==> src/rtl/mdu_pkg.sv <==
// Shared encodings for the multiply/divide unit: operation select and FSM states.
package mdu_pkg;

   localparam logic [1:0] OP_MULT  = 2'b00;
   localparam logic [1:0] OP_MULTU = 2'b01;
   localparam logic [1:0] OP_DIV   = 2'b10;
   localparam logic [1:0] OP_DIVU  = 2'b11;

   typedef enum logic [1:0] {
      IDLE = 2'b00,
      RUN  = 2'b01,
      FIX  = 2'b10,
      DONE = 2'b11
   } stateT;

endpackage

==> src/rtl/mdu_abs.sv <==
// Conditional two's-complement negate; gives operand magnitudes and signed result fixup.
module mdu_abs #(
   parameter int WIDTH = 32
) (
   input  logic [WIDTH-1:0] value,
   input  logic             negate,
   output logic [WIDTH-1:0] result
);

   assign result = negate ? ({WIDTH{1'b0}} - value) : value;

endmodule

==> src/rtl/mult_div_unit.sv <==
// Iterative radix-2 multiply/divide unit (signed and unsigned, full 2*WIDTH product).
// The divide datapath is present only when MULT_DIV_UNIT_DIV_EN is defined.
module mult_div_unit
   import mdu_pkg::*;
#(
   parameter int WIDTH = 32
) (
   input  logic             clk,
   input  logic             reset,
   input  logic             start,
   input  logic [1:0]       op,
   input  logic [WIDTH-1:0] a,
   input  logic [WIDTH-1:0] b,
   output logic             busy,
   output logic             done,
   output logic             div_zero,
   output logic [WIDTH-1:0] hi,
   output logic [WIDTH-1:0] lo
);

   localparam int CW = $clog2(WIDTH + 1);

   stateT            stateReg;
   logic [CW-1:0]    countReg;
   logic [WIDTH-1:0] accReg, lowReg, opndReg;
   logic             negResReg;
   logic             busyReg, doneReg, divZeroReg;
   logic [WIDTH-1:0] hiReg, loReg;

   logic             negA, negB, skipNow, divZeroNow;
   logic [WIDTH-1:0] aMag, bMag;
   logic [2*WIDTH-1:0] prodFixed;
   logic [WIDTH:0]   sumVal;
   logic [WIDTH-1:0] accNext, lowNext;

   // Only the signed ops (op[0] == 0) treat the top bit as a sign.
   assign negA = ~op[0] & a[WIDTH-1];
   assign negB = ~op[0] & b[WIDTH-1];

   mdu_abs #(.WIDTH(WIDTH)) aAbs (.value(a), .negate(negA), .result(aMag));
   mdu_abs #(.WIDTH(WIDTH)) bAbs (.value(b), .negate(negB), .result(bMag));
   mdu_abs #(.WIDTH(2*WIDTH)) prodFix (
      .value({accReg, lowReg}), .negate(negResReg), .result(prodFixed)
   );

`ifdef MULT_DIV_UNIT_DIV_EN
   logic             isDivReg, negRemReg;
   logic [WIDTH:0]   shiftVal;
   logic [WIDTH-1:0] quoFixed, remFixed;

   mdu_abs #(.WIDTH(WIDTH)) quoFix (.value(lowReg), .negate(negResReg), .result(quoFixed));
   mdu_abs #(.WIDTH(WIDTH)) remFix (.value(accReg), .negate(negRemReg), .result(remFixed));

   assign divZeroNow = op[1] && (b == '0);
   assign skipNow    = divZeroNow;
`else
   assign divZeroNow = 1'b0;
   assign skipNow    = op[1];
`endif

   // One radix-2 step: {acc,low} holds partial product / (remainder, quotient).
   always_comb begin
      sumVal = {1'b0, accReg} + {1'b0, (lowReg[0] ? opndReg : {WIDTH{1'b0}})};
      {accNext, lowNext} = {sumVal, lowReg[WIDTH-1:1]};
`ifdef MULT_DIV_UNIT_DIV_EN
      shiftVal = {accReg, lowReg[WIDTH-1]};
      if (isDivReg) begin
         if (shiftVal >= {1'b0, opndReg}) begin
            accNext = shiftVal[WIDTH-1:0] - opndReg;
            lowNext = {lowReg[WIDTH-2:0], 1'b1};
         end else begin
            accNext = shiftVal[WIDTH-1:0];
            lowNext = {lowReg[WIDTH-2:0], 1'b0};
         end
      end
`endif
   end

   always_ff @(posedge clk) begin
      if (reset) begin
         stateReg   <= IDLE;
         countReg   <= '0;
         accReg     <= '0;
         lowReg     <= '0;
         opndReg    <= '0;
         negResReg  <= 1'b0;
         busyReg    <= 1'b0;
         doneReg    <= 1'b0;
         divZeroReg <= 1'b0;
         hiReg      <= '0;
         loReg      <= '0;
`ifdef MULT_DIV_UNIT_DIV_EN
         isDivReg   <= 1'b0;
         negRemReg  <= 1'b0;
`endif
      end else begin
         doneReg    <= 1'b0;
         divZeroReg <= 1'b0;
         case (stateReg)
            IDLE: begin
               if (start && skipNow) begin
                  stateReg   <= DONE;
                  busyReg    <= 1'b1;
                  doneReg    <= 1'b1;
                  divZeroReg <= divZeroNow;
               end else if (start) begin
                  stateReg  <= RUN;
                  busyReg   <= 1'b1;
                  countReg  <= CW'(WIDTH);
                  accReg    <= '0;
                  lowReg    <= aMag;
                  opndReg   <= bMag;
                  negResReg <= negA ^ negB;
`ifdef MULT_DIV_UNIT_DIV_EN
                  isDivReg  <= op[1];
                  negRemReg <= negA;
`endif
               end
            end
            RUN: begin
               accReg   <= accNext;
               lowReg   <= lowNext;
               countReg <= countReg - CW'(1);
               if (countReg == CW'(1)) stateReg <= FIX;
            end
            FIX: begin
`ifdef MULT_DIV_UNIT_DIV_EN
               if (isDivReg) begin
                  hiReg <= remFixed;
                  loReg <= quoFixed;
               end else begin
                  {hiReg, loReg} <= prodFixed;
               end
`else
               {hiReg, loReg} <= prodFixed;
`endif
               stateReg <= DONE;
               doneReg  <= 1'b1;
            end
            DONE: begin
               stateReg <= IDLE;
               busyReg  <= 1'b0;
            end
            default: stateReg <= IDLE;
         endcase
      end
   end

   assign busy     = busyReg;
   assign done     = doneReg;
   assign div_zero = divZeroReg;
   assign hi       = hiReg;
   assign lo       = loReg;

endmodule
==> config.mk <==
export PLATFORM = sky130hd
export DESIGN_NAME = mult_div_unit
export DESIGN_NICKNAME = d
export VERILOG_FILES = /design/src/rtl/mdu_pkg.sv /design/src/rtl/mdu_abs.sv /design/src/rtl/mult_div_unit.sv
export SDC_FILE = /design/constraint.sdc
export NUM_CORES = 1
export LEC_CHECK = 0
export CORE_ASPECT_RATIO = 0.9
export CORE_UTILIZATION = 55
export DETAILED_ROUTE_END_ITERATION = 10
export HOLD_SLACK_MARGIN = 0.15
export PLACE_DENSITY_LB_ADDON = 0.1
export SETUP_SLACK_MARGIN = 0.3
export SYNTH_ARGS = -nofsm -noshare
export SYNTH_HDL_FRONTEND = slang
export SYNTH_SLANG_ARGS = --single-unit
==> constraint.sdc <==
create_clock -name clk -period 4 [get_ports clk]
set_input_delay 0.4 -clock clk [delete_from_list [all_inputs] [get_ports clk]]
set_output_delay 0.4 -clock clk [all_outputs]
set_load 0.02 [all_outputs]
==> impl_metrics.yaml, run 1 <==
outcome:
  status: "finished clean"
critical_path:
  end_kind: "flop"
  worstPathRequired_ns: 4.34
  worstSetupStartpointType: "flop"
  arrival_ns: 3.68
  crit_fanout: 17
  cp-startpoint: "lowReg[0]"
  endpoint: "accReg[28]"
  crit_type: "reg2reg"
  r2r_cells: 11
  critPathMaxStageDelay_ns: 0.66
  r2r_slack_ns: 0.65
  r2r-end: "accReg[28]"
  critical_path.cell_chain: "nand2_1, inv_1, ha_1, a211oi_1, o21ai_0, a31o_2, o211ai_1, a21oi_1, o21a_1, or3_1, a32o_1"
  slowest_stage: "dfxtp_1"
  regToRegStartpoint: "lowReg[0]"
grt:
  grt_pass1_vias: 8798
  grt_pass1_wl_um: 47510
  antenna_found_initial: 0
  grt_usage_pct: 30.04
  grt_max_degree: 63
  gr-total-overflow: 0
routing:
  first_pass_iters: 5
  vias_per_cell: 5.938
  wl_per_cell_um: 17.46
  drt_iter0_markers: 739
  drc_errors: 0
  antenna_left: 0
  via_count: 10201
  wl_um: 29990
yosys:
  syn_nets: 1479
  synthArstFlopShare_pct: 0
  netlist_area_um2: 10780
  synth-seq-area-share_pct: 31.76
  syn_avg_cell_area_um2: 7.879
  ys.flop_type: "dfxtp_1"
  synth_edf_count: 0
  synth_seq_cells: 171
  synthCells: 1368
  synthDistinctLibCells: 67
  yosysWarningCount: 0
sta:
  slew_viol_final: 0
  period_minus_slack_ns: 3.349
  setup-tns-final_ns: 0
  rsz0062_at_grt: "false"
  relSlewSlack_pct: 48.75
  tightestPinTransition_ns: 0.7687
  fmax_ghz: 0.2986
  setup_viol: 0
  post-route-period-util_pct: 83.73
  report.final.hold_viol_count: 0
  fin_worst_skew_ns: 0.01284
final_layout:
  layout_commonest_cell: "dfxtp_1"
  diodes: 0
  final_nets: 1566
  drive_gt1_share_pct: 5.313
  register_area_um2: 3425
  layout_common_cells: "dfxtp_1, nor2_1, clkdlybuf4s50_1"
  multi_input_area_um2: 6959
  finish.instance_area_um2: 12860
  nFillCells: 1672
  syn_to_final_growth_pct: 19.36
  utilization_pct: 67.15
  final_cells: 1718
placed_design:
  gp_congestion: 0.9276
  place_area_um2: 12300
  io_buffers: 134
  place_inst: 1686
  dp_hpwl_um: 22540
min_path:
  min_path_cells: 2
  min_path_type: "in2reg"
clock_network:
  ctsResizeCount: 0
  cts_setup_buffers: 0
  htree_levels: 4
  cts_tree: "yes"
  postCtsHoldBufs: 0
  ctsRootBufferMaster: "clkbuf_16"
  clk_pin_slew_ns: 0.08
  cts_made_buffers: 17
  clock_latency_ns: 0.44
  clock_path_buffers: 2
  cts.sinks: 171
floorplanning:
  start_util_pct: 56.26
  num_rows: 48
  core-area_um2: 19160
  die_h_um: 134.8
  die_x_um: 149.6
  pin_count: 136
  dieArea_um2: 20160
pwr:
  ir_drop_uv: 427.1
  leakage_nw: 4.797
  power_mw: 6.962
  power.density_nw_per_um2: 541.2
flow_run:
  cap_violations: 0
[worst min-delay path by stage]
stage / start / to / slack, ns
floorplan: opndReg[0] / opndReg[0] / 0.43
global placement: opndReg[31] / opndReg[31] / 0.45
detailed placement: lo[16] / lo[16] / 0.46
CTS: reset / lowReg[1] / 0.34
global route: reset / accReg[4] / 0.37
finish: reset / lowReg[1] / 0.36
[logic make-up (layout without fill, tap and decap cells)]
logic type,Yosys count,after routing,synth area share [%]
buf+inv,114,214,4.040
xor+xnor,145,145,11.78
compound gates,395,395,24.34
mux,12,12,1.115
fa+ha+maj,42,42,4.945
other cells,1,1,0.03479
simple gates,488,488,21.98
flops,171,171,31.76
[synth_stat cells (all sizes together), types with 17 or more instances]
master | number | area [um^2]
o21ai | 74 | 370.3
nand2 | 132 | 495.5
xor2 | 83 | 727.0
xnor2 | 62 | 543.0
a211oi | 88 | 660.6
clkbuf | 76 | 285.3
dfxtp | 171 | 3423
a31oi | 17 | 106.4
a21oi | 89 | 445.4
a22o | 18 | 157.7
nor3 | 31 | 155.2
inv | 29 | 108.9
o31ai | 28 | 224.0
and2 | 33 | 206.5
or3 | 25 | 166.4
ha | 41 | 513.0
nand3 | 22 | 127.6
nor2 | 164 | 623.1
[sequential cells by signal (all words and copies together) (netlist names), 2 cells and up]
signal    count
accReg       32
opndReg      32
hi           32
countReg      6
lowReg       32
stateReg      2
lo           32
[area by class of cell]
| type | count | share of cell area [%] |
|---|---|---|
| Clock buffer | 18 | 3.414 |
| Clock inverter | 14 | 1.011 |
| Inverter | 30 | 0.8753 |
| Multi-Input combinational cell | 1083 | 54.09 |
| Sequential cell | 171 | 26.62 |
| Tap cell | 250 | 2.431 |
| Timing Repair Buffer | 152 | 11.55 |
[per-stage QoR]
stage / hold WS, ns / setup WS (ns)
global route: 0.3730 / 0.4115
finish: 0.3581 / 0.6507
CTS: 0.3436 / 0.6695
global placement: 0.4491 / 0.7296
floorplan: 0.4317 / 0.9664
detailed placement: 0.4647 / 0.6915
[layer usage]
| layer | GRT usage (%) | share of wire, % | vias to the layer above | wire, um |
|---|---|---|---|---|
| met5 | 0 | 0 | - | 0 |
| met2 | 42.18 | 41 | 369 | 12290 |
| met3 | 6.385 | 8.0 | 27 | 2387 |
| met4 | 5.442 | 0.88 | 0 | 265 |
| li1 | - | - | 5094 | - |
| met1 | 46.55 | 50 | 4711 | 15040 |
[power by group]
part           total (mW)  switching (mW)  internal (mW)
registers            2.41           0.347           2.06
logic                2.94            1.75           1.19
clock network        1.62           0.778          0.837
[critical path: cells and delay by family, from the launching register on]
family	cells	cell delay, ns
AOI/OAI and AO/OA	7	1.76
adders and majority gates	1	0.24
buffers and inverters	1	0.10
and+or+nand+nor	2	0.50
DFF	1	0.66
Power figures use the tool's default switching activity.
==> run 2, diff against run 1 <==
==> constraint.sdc (replaced) <==
create_clock -name clk -period 3.2 [get_ports clk]
set_input_delay 0.32 -clock clk [delete_from_list [all_inputs] [get_ports clk]]
set_output_delay 0.32 -clock clk [all_outputs]
set_load 0.02 [all_outputs]
==> run 2 against run 1 <==
  * Maximum frequency is 15% higher
  * Largest power group unchanged
  * Largest cell class unchanged
  * Die area did not move
  * Critical endpoint unchanged
  * Clock skew decreased by 0.0013 ns
  * Utilization grew 2.0 points
  * Critical path depth is the same
  * Global-route usage grew 0.50 points
  * Highest routed layer is now met5
==> impl_metrics.yaml, run 2 (synthesis gave the netlist of run 1 again) <==
sta:
  rsz0062_at_grt: "true"
  relSlewSlack_pct: 37.99
  fin_worst_skew_ns: 0.01157
  setup_viol: 0
  fin_ws_ns: 0.2784
  report.final.hold_viol_count: 0
  hold_slack_ns: 0.4660
  post-route-period-util_pct: 91.30
  slew_viol_final: 0
  setup-tns-final_ns: 0
  period_minus_slack_ns: 2.922
  tightestPinTransition_ns: 0.9302
  fmax_ghz: 0.3423
flow_run:
  cap_violations: 0
pwr:
  power_mw: 8.936
  leakage_nw: 5.026
  ir_drop_uv: 520.1
  power.density_nw_per_um2: 674.6
critical_path:
  crit_fanout: 6
  crit_type: "reg2reg"
  end_kind: "flop"
  critical_path.cell_chain: "nand2_1, inv_1, ha_1, a211oi_1, o21ai_1, a31o_2, o211ai_1, a21oi_1, o21a_1, or3_1, a32o_1"
  worstSetupStartpointType: "flop"
  worstPathRequired_ns: 3.54
  critPathMaxStageDelay_ns: 0.37
  slowest_stage: "a211oi_1"
  arrival_ns: 3.26
final_layout:
  multi_input_area_um2: 7024
  layout_common_cells: "dfxtp_1, nor2_1, clkdlybuf4s50_1"
  diodes: 0
  nFillCells: 1651
  finish.instance_area_um2: 13250
  layout_commonest_cell: "dfxtp_1"
  final_nets: 1608
  drive_gt1_share_pct: 8.940
  syn_to_final_growth_pct: 22.90
  register_area_um2: 3428
clock_network:
  clock_latency_ns: 0.44
  cts_made_buffers: 17
  cts.sinks: 171
  htree_levels: 4
  cts_tree: "yes"
  ctsRootBufferMaster: "clkbuf_16"
  clk_pin_slew_ns: 0.07
  clock_path_buffers: 2
grt:
  grt_usage_pct: 30.54
  antenna_found_initial: 0
  gr-total-overflow: 0
  grt_pass1_wl_um: 48560
  grt_max_degree: 89
  grt_pass1_vias: 9424
placed_design:
  io_buffers: 134
  gp_congestion: 0.9311
  pre_cts_slack_ns: 0.02095
  dp_hpwl_um: 22830
  place_area_um2: 12560
min_path:
  min_path_type: "reg2reg"
routing:
  wl_um: 30380
  antenna_left: 0
  drt_iter0_markers: 783
  vias_per_cell: 5.951
  wl_per_cell_um: 17.26
  via_count: 10474
  first_pass_iters: 5
  drc_errors: 0
floorplanning:
  pin_count: 136
  start_util_pct: 56.26
  core-area_um2: 19160
  die_x_um: 149.6
  dieArea_um2: 20160
  num_rows: 48
  die_h_um: 134.8
outcome:
  status: "finished clean"
==> run 2: routing by layer <==
layer  global-route usage (%)  vias up  part of all wire [%]
li1                         -     5184                     -
met1                    46.83     4805                    50
met2                    42.21      436                    41
met3                    5.743       47                   7.9
met4                    9.014        2                   1.5
met5                    2.500        -                  0.21
==> run 2: worst paths after layout <==
path | from | to | slack (ns) | depth (start not counted)
worst max-delay path | lowReg[0] | accReg[28] | 0.28 | 11
worst min-delay path | opndReg[0] | opndReg[0] | 0.47 | 2
worst max register to register | lowReg[0] | accReg[28] | 0.28 | 11
worst min register to register | opndReg[0] | opndReg[0] | 0.47 | 2
==> run 2: what timing repair did <==
action                                 CTS  global route
setup endpoints to repair                8            18
gates resized for setup                  6            14
cloned                                   0             0
buffers inserted                         0             5
pin swaps                                0             8
endpoints found under the hold margin    2             0
hold buffers                             1             0
==> run 2: area by class of cell <==
| cell class | instances | share of cell area (%) |
|---|---|---|
| inverters | 30 | 0.8501 |
| clock inverters | 15 | 1.115 |
| well taps | 250 | 2.361 |
| clock buffers | 17 | 3.211 |
| multi-input cells | 1083 | 53.03 |
| flip-flops and latches | 171 | 25.88 |
| repair buffers | 194 | 13.55 |
==> run 2: worst max-delay path: cells and delay by family, from the launching register on <==
kind | cells | cell delay [ns]
AOI/OAI and AO/OA | 7 | 1.74
buffers and inverters | 1 | 0.05
DFF | 1 | 0.34
adders and majority gates | 1 | 0.28
and+or+nand+nor | 2 | 0.40
==> run 2: report_power, final <==
| group | total, mW | switching (mW) | internal (mW) | leakage (nW) |
|---|---|---|---|---|
| combinational | 3.95 | 2.34 | 1.61 | 3.34 |
| clock | 2.03 | 0.993 | 1.04 | 0.288 |
| sequential | 2.95 | 0.373 | 2.58 | 1.40 |
==> run 2: per-stage QoR <==
step / cells / utilization, %
finish: 1760 / 69.14
global route: 1760 / 69.14
CTS: 1755 / 68.68
detailed placement: 1722 / 65.54
global placement: 1722 / 65.54
floorplan: 1368 / -
==> run 3, diff against run 2 <==
--- a/config.mk
+++ b/config.mk
@@ -8,7 +8,6 @@
 export CORE_ASPECT_RATIO = 0.9
 export CORE_UTILIZATION = 55
 export DETAILED_ROUTE_END_ITERATION = 10
-export HOLD_SLACK_MARGIN = 0.15
 export PLACE_DENSITY_LB_ADDON = 0.1
 export SETUP_SLACK_MARGIN = 0.3
 export SYNTH_ARGS = -nofsm -noshare
==> constraint.sdc (replaced) <==
create_clock -name clk -period 2.7 [get_ports clk]
set_input_delay 0.27 -clock clk [delete_from_list [all_inputs] [get_ports clk]]
set_output_delay 0.27 -clock clk [all_outputs]
set_load 0.02 [all_outputs]
==> run 3 against run 2 <==
  * Clock power grew 23%
  * Combinational power is 43% higher
  * Via count increased by 6.6%
  * Utilization grew 11 points
  * Global-route usage up 3.0 points
  * Wire length is 13% higher
  * Final cell count up 7.2%
  * Critical path depth shrank 4
  * Cell area up 16%
  * Critical path type unchanged
  * Critical endpoint is now hi[31]
==> impl_metrics.yaml, run 3 (synthesis gave the netlist of run 1 again) <==
outcome:
  status: "finished clean"
floorplanning:
  core-area_um2: 19160
  num_rows: 48
  die_x_um: 149.6
  dieArea_um2: 20160
  pin_count: 136
  start_util_pct: 56.26
  die_h_um: 134.8
clock_network:
  clk_pin_slew_ns: 0.07
  htree_levels: 4
  cts_tree: "yes"
  clock_latency_ns: 0.45
  cts_made_buffers: 17
  clock_path_buffers: 2
  cts.sinks: 171
  postCtsHoldBufs: 0
  ctsRootBufferMaster: "clkbuf_16"
critical_path:
  crit_fanout: 3
  worstSetupStartpointType: "flop"
  end_kind: "flop"
  worstPathRequired_ns: 3.00
  crit_type: "reg2reg"
  arrival_ns: 2.99
sta:
  slew_viol_final: 0
  fin_worst_skew_ns: 0.01661
  rsz0062_at_grt: "true"
  tightestPinTransition_ns: 0.7493
  setup_viol: 0
  hold_slack_ns: 0.2457
  fin_ws_ns: 0.009751
  period_minus_slack_ns: 2.690
  relSlewSlack_pct: 50.04
  fmax_ghz: 0.3717
  post-route-period-util_pct: 99.64
  report.final.hold_viol_count: 0
final_layout:
  syn_to_final_growth_pct: 42.58
  layout_commonest_cell: "buf_4"
  layout_common_cells: "buf_4, dfxtp_1, nor2_1"
  drive_gt1_share_pct: 25.18
  diodes: 0
  final_nets: 1734
routing:
  drt_iter0_markers: 928
  antenna_left: 0
  drc_errors: 0
  vias_per_cell: 5.923
  wl_per_cell_um: 18.27
  first_pass_iters: 5
  wl_um: 34450
  via_count: 11170
flow_run:
  cap_violations: 0
placed_design:
  dp_hpwl_um: 24890
  gp_congestion: 0.9244
  pre_cts_slack_ns: -0.3392
  io_buffers: 134
grt:
  grt_pass1_wl_um: 53050
  grt_max_degree: 128
  grt_usage_pct: 33.51
  gr-total-overflow: 0
  antenna_found_initial: 0
  grt_pass1_vias: 10046
min_path:
  min_path_type: "in2reg"
pwr:
  power.density_nw_per_um2: 750.6
  ir_drop_uv: 607.5
  leakage_nw: 5.866
==> run 3: changes by cell type in the layout (fill, tap and decap cells not counted), moves of 8 or more <==
cell	change
a21oi_1	-18
a21oi_2	+13
buf_4	+109
buf_6	+16
clkdlybuf4s50_1	-8
ha_1	-19
ha_4	+19
nand2_1	-8
o21ai_0	-17
o21ai_2	+14
o31ai_1	-12
or4_1	-8
or4_4	+8
==> run 3: layout make-up <==
class | instances | area [um^2]
Multi-Input combinational cell | 1083 | 8079
Timing Repair Buffer | 320 | 2826
Fill cell | 1291 | 3791
Clock inverter | 15 | 170.2
Inverter | 30 | 115.1
Clock buffer | 17 | 425.4
Sequential cell | 171 | 3438
Tap cell | 250 | 312.8
==> run 3: worst paths after layout <==
kind / startpoint / end / slack [ns] / cells after the start
worst max register to register: lowReg[25] / hi[31] / 0.01 / 7
worst max-delay path: lowReg[25] / hi[31] / 0.01 / 7
worst min register to register: opndReg[0] / opndReg[0] / 0.46 / 2
worst min-delay path: reset / opndReg[31] / 0.25 / 2
==> run 3: where the power goes <==
part           switching [mW]  internal (mW)  leakage [nW]
Sequential              0.340           3.06          1.40
Combinational            3.22           2.42          4.17
Clock                    1.24           1.25         0.293
Total                    4.80           6.73          5.87
==> run 3: critical path, cell delays in order (launching register included) <==
cell      delay (ns)
dfxtp_2         0.32
or4_4           0.54
or4_4           0.57
nand2b_4        0.18
or3_4           0.39
o41ai_4         0.22
xor2_1          0.22
a211oi_1        0.10
==> run 3: timing repair <==
item                       CTS  global route
gates resized for setup     77           130
setup endpoints to repair   69            85
pin swaps                   47            98
buffers inserted            17             9
cloned                       0             0
==> run 3: per-stage QoR <==
stage                     cells  instance area, um^2  TNS (ns)  power (mW)  util, %
final                      1886                15370         0       11.53    80.21
after global routing       1886                15370   -0.7311       12.12    80.21
after CTS                  1877                14700         0       11.18    76.74
after detailed placement   1828                13580    -4.264       8.398    70.87
after global placement     1828                13580    -3.147       8.285    70.87
after floorplan            1368                11040         0       6.474        -
==> run 3: per-layer routing <==
metal | vias to the layer above | GRT usage (%) | wire [um]
met5 | - | 0 | 0
met4 | 0 | 6.803 | 479
met3 | 42 | 6.115 | 2954
met2 | 467 | 47.94 | 14360
met1 | 5242 | 51.53 | 16650
li1 | 5419 | - | -
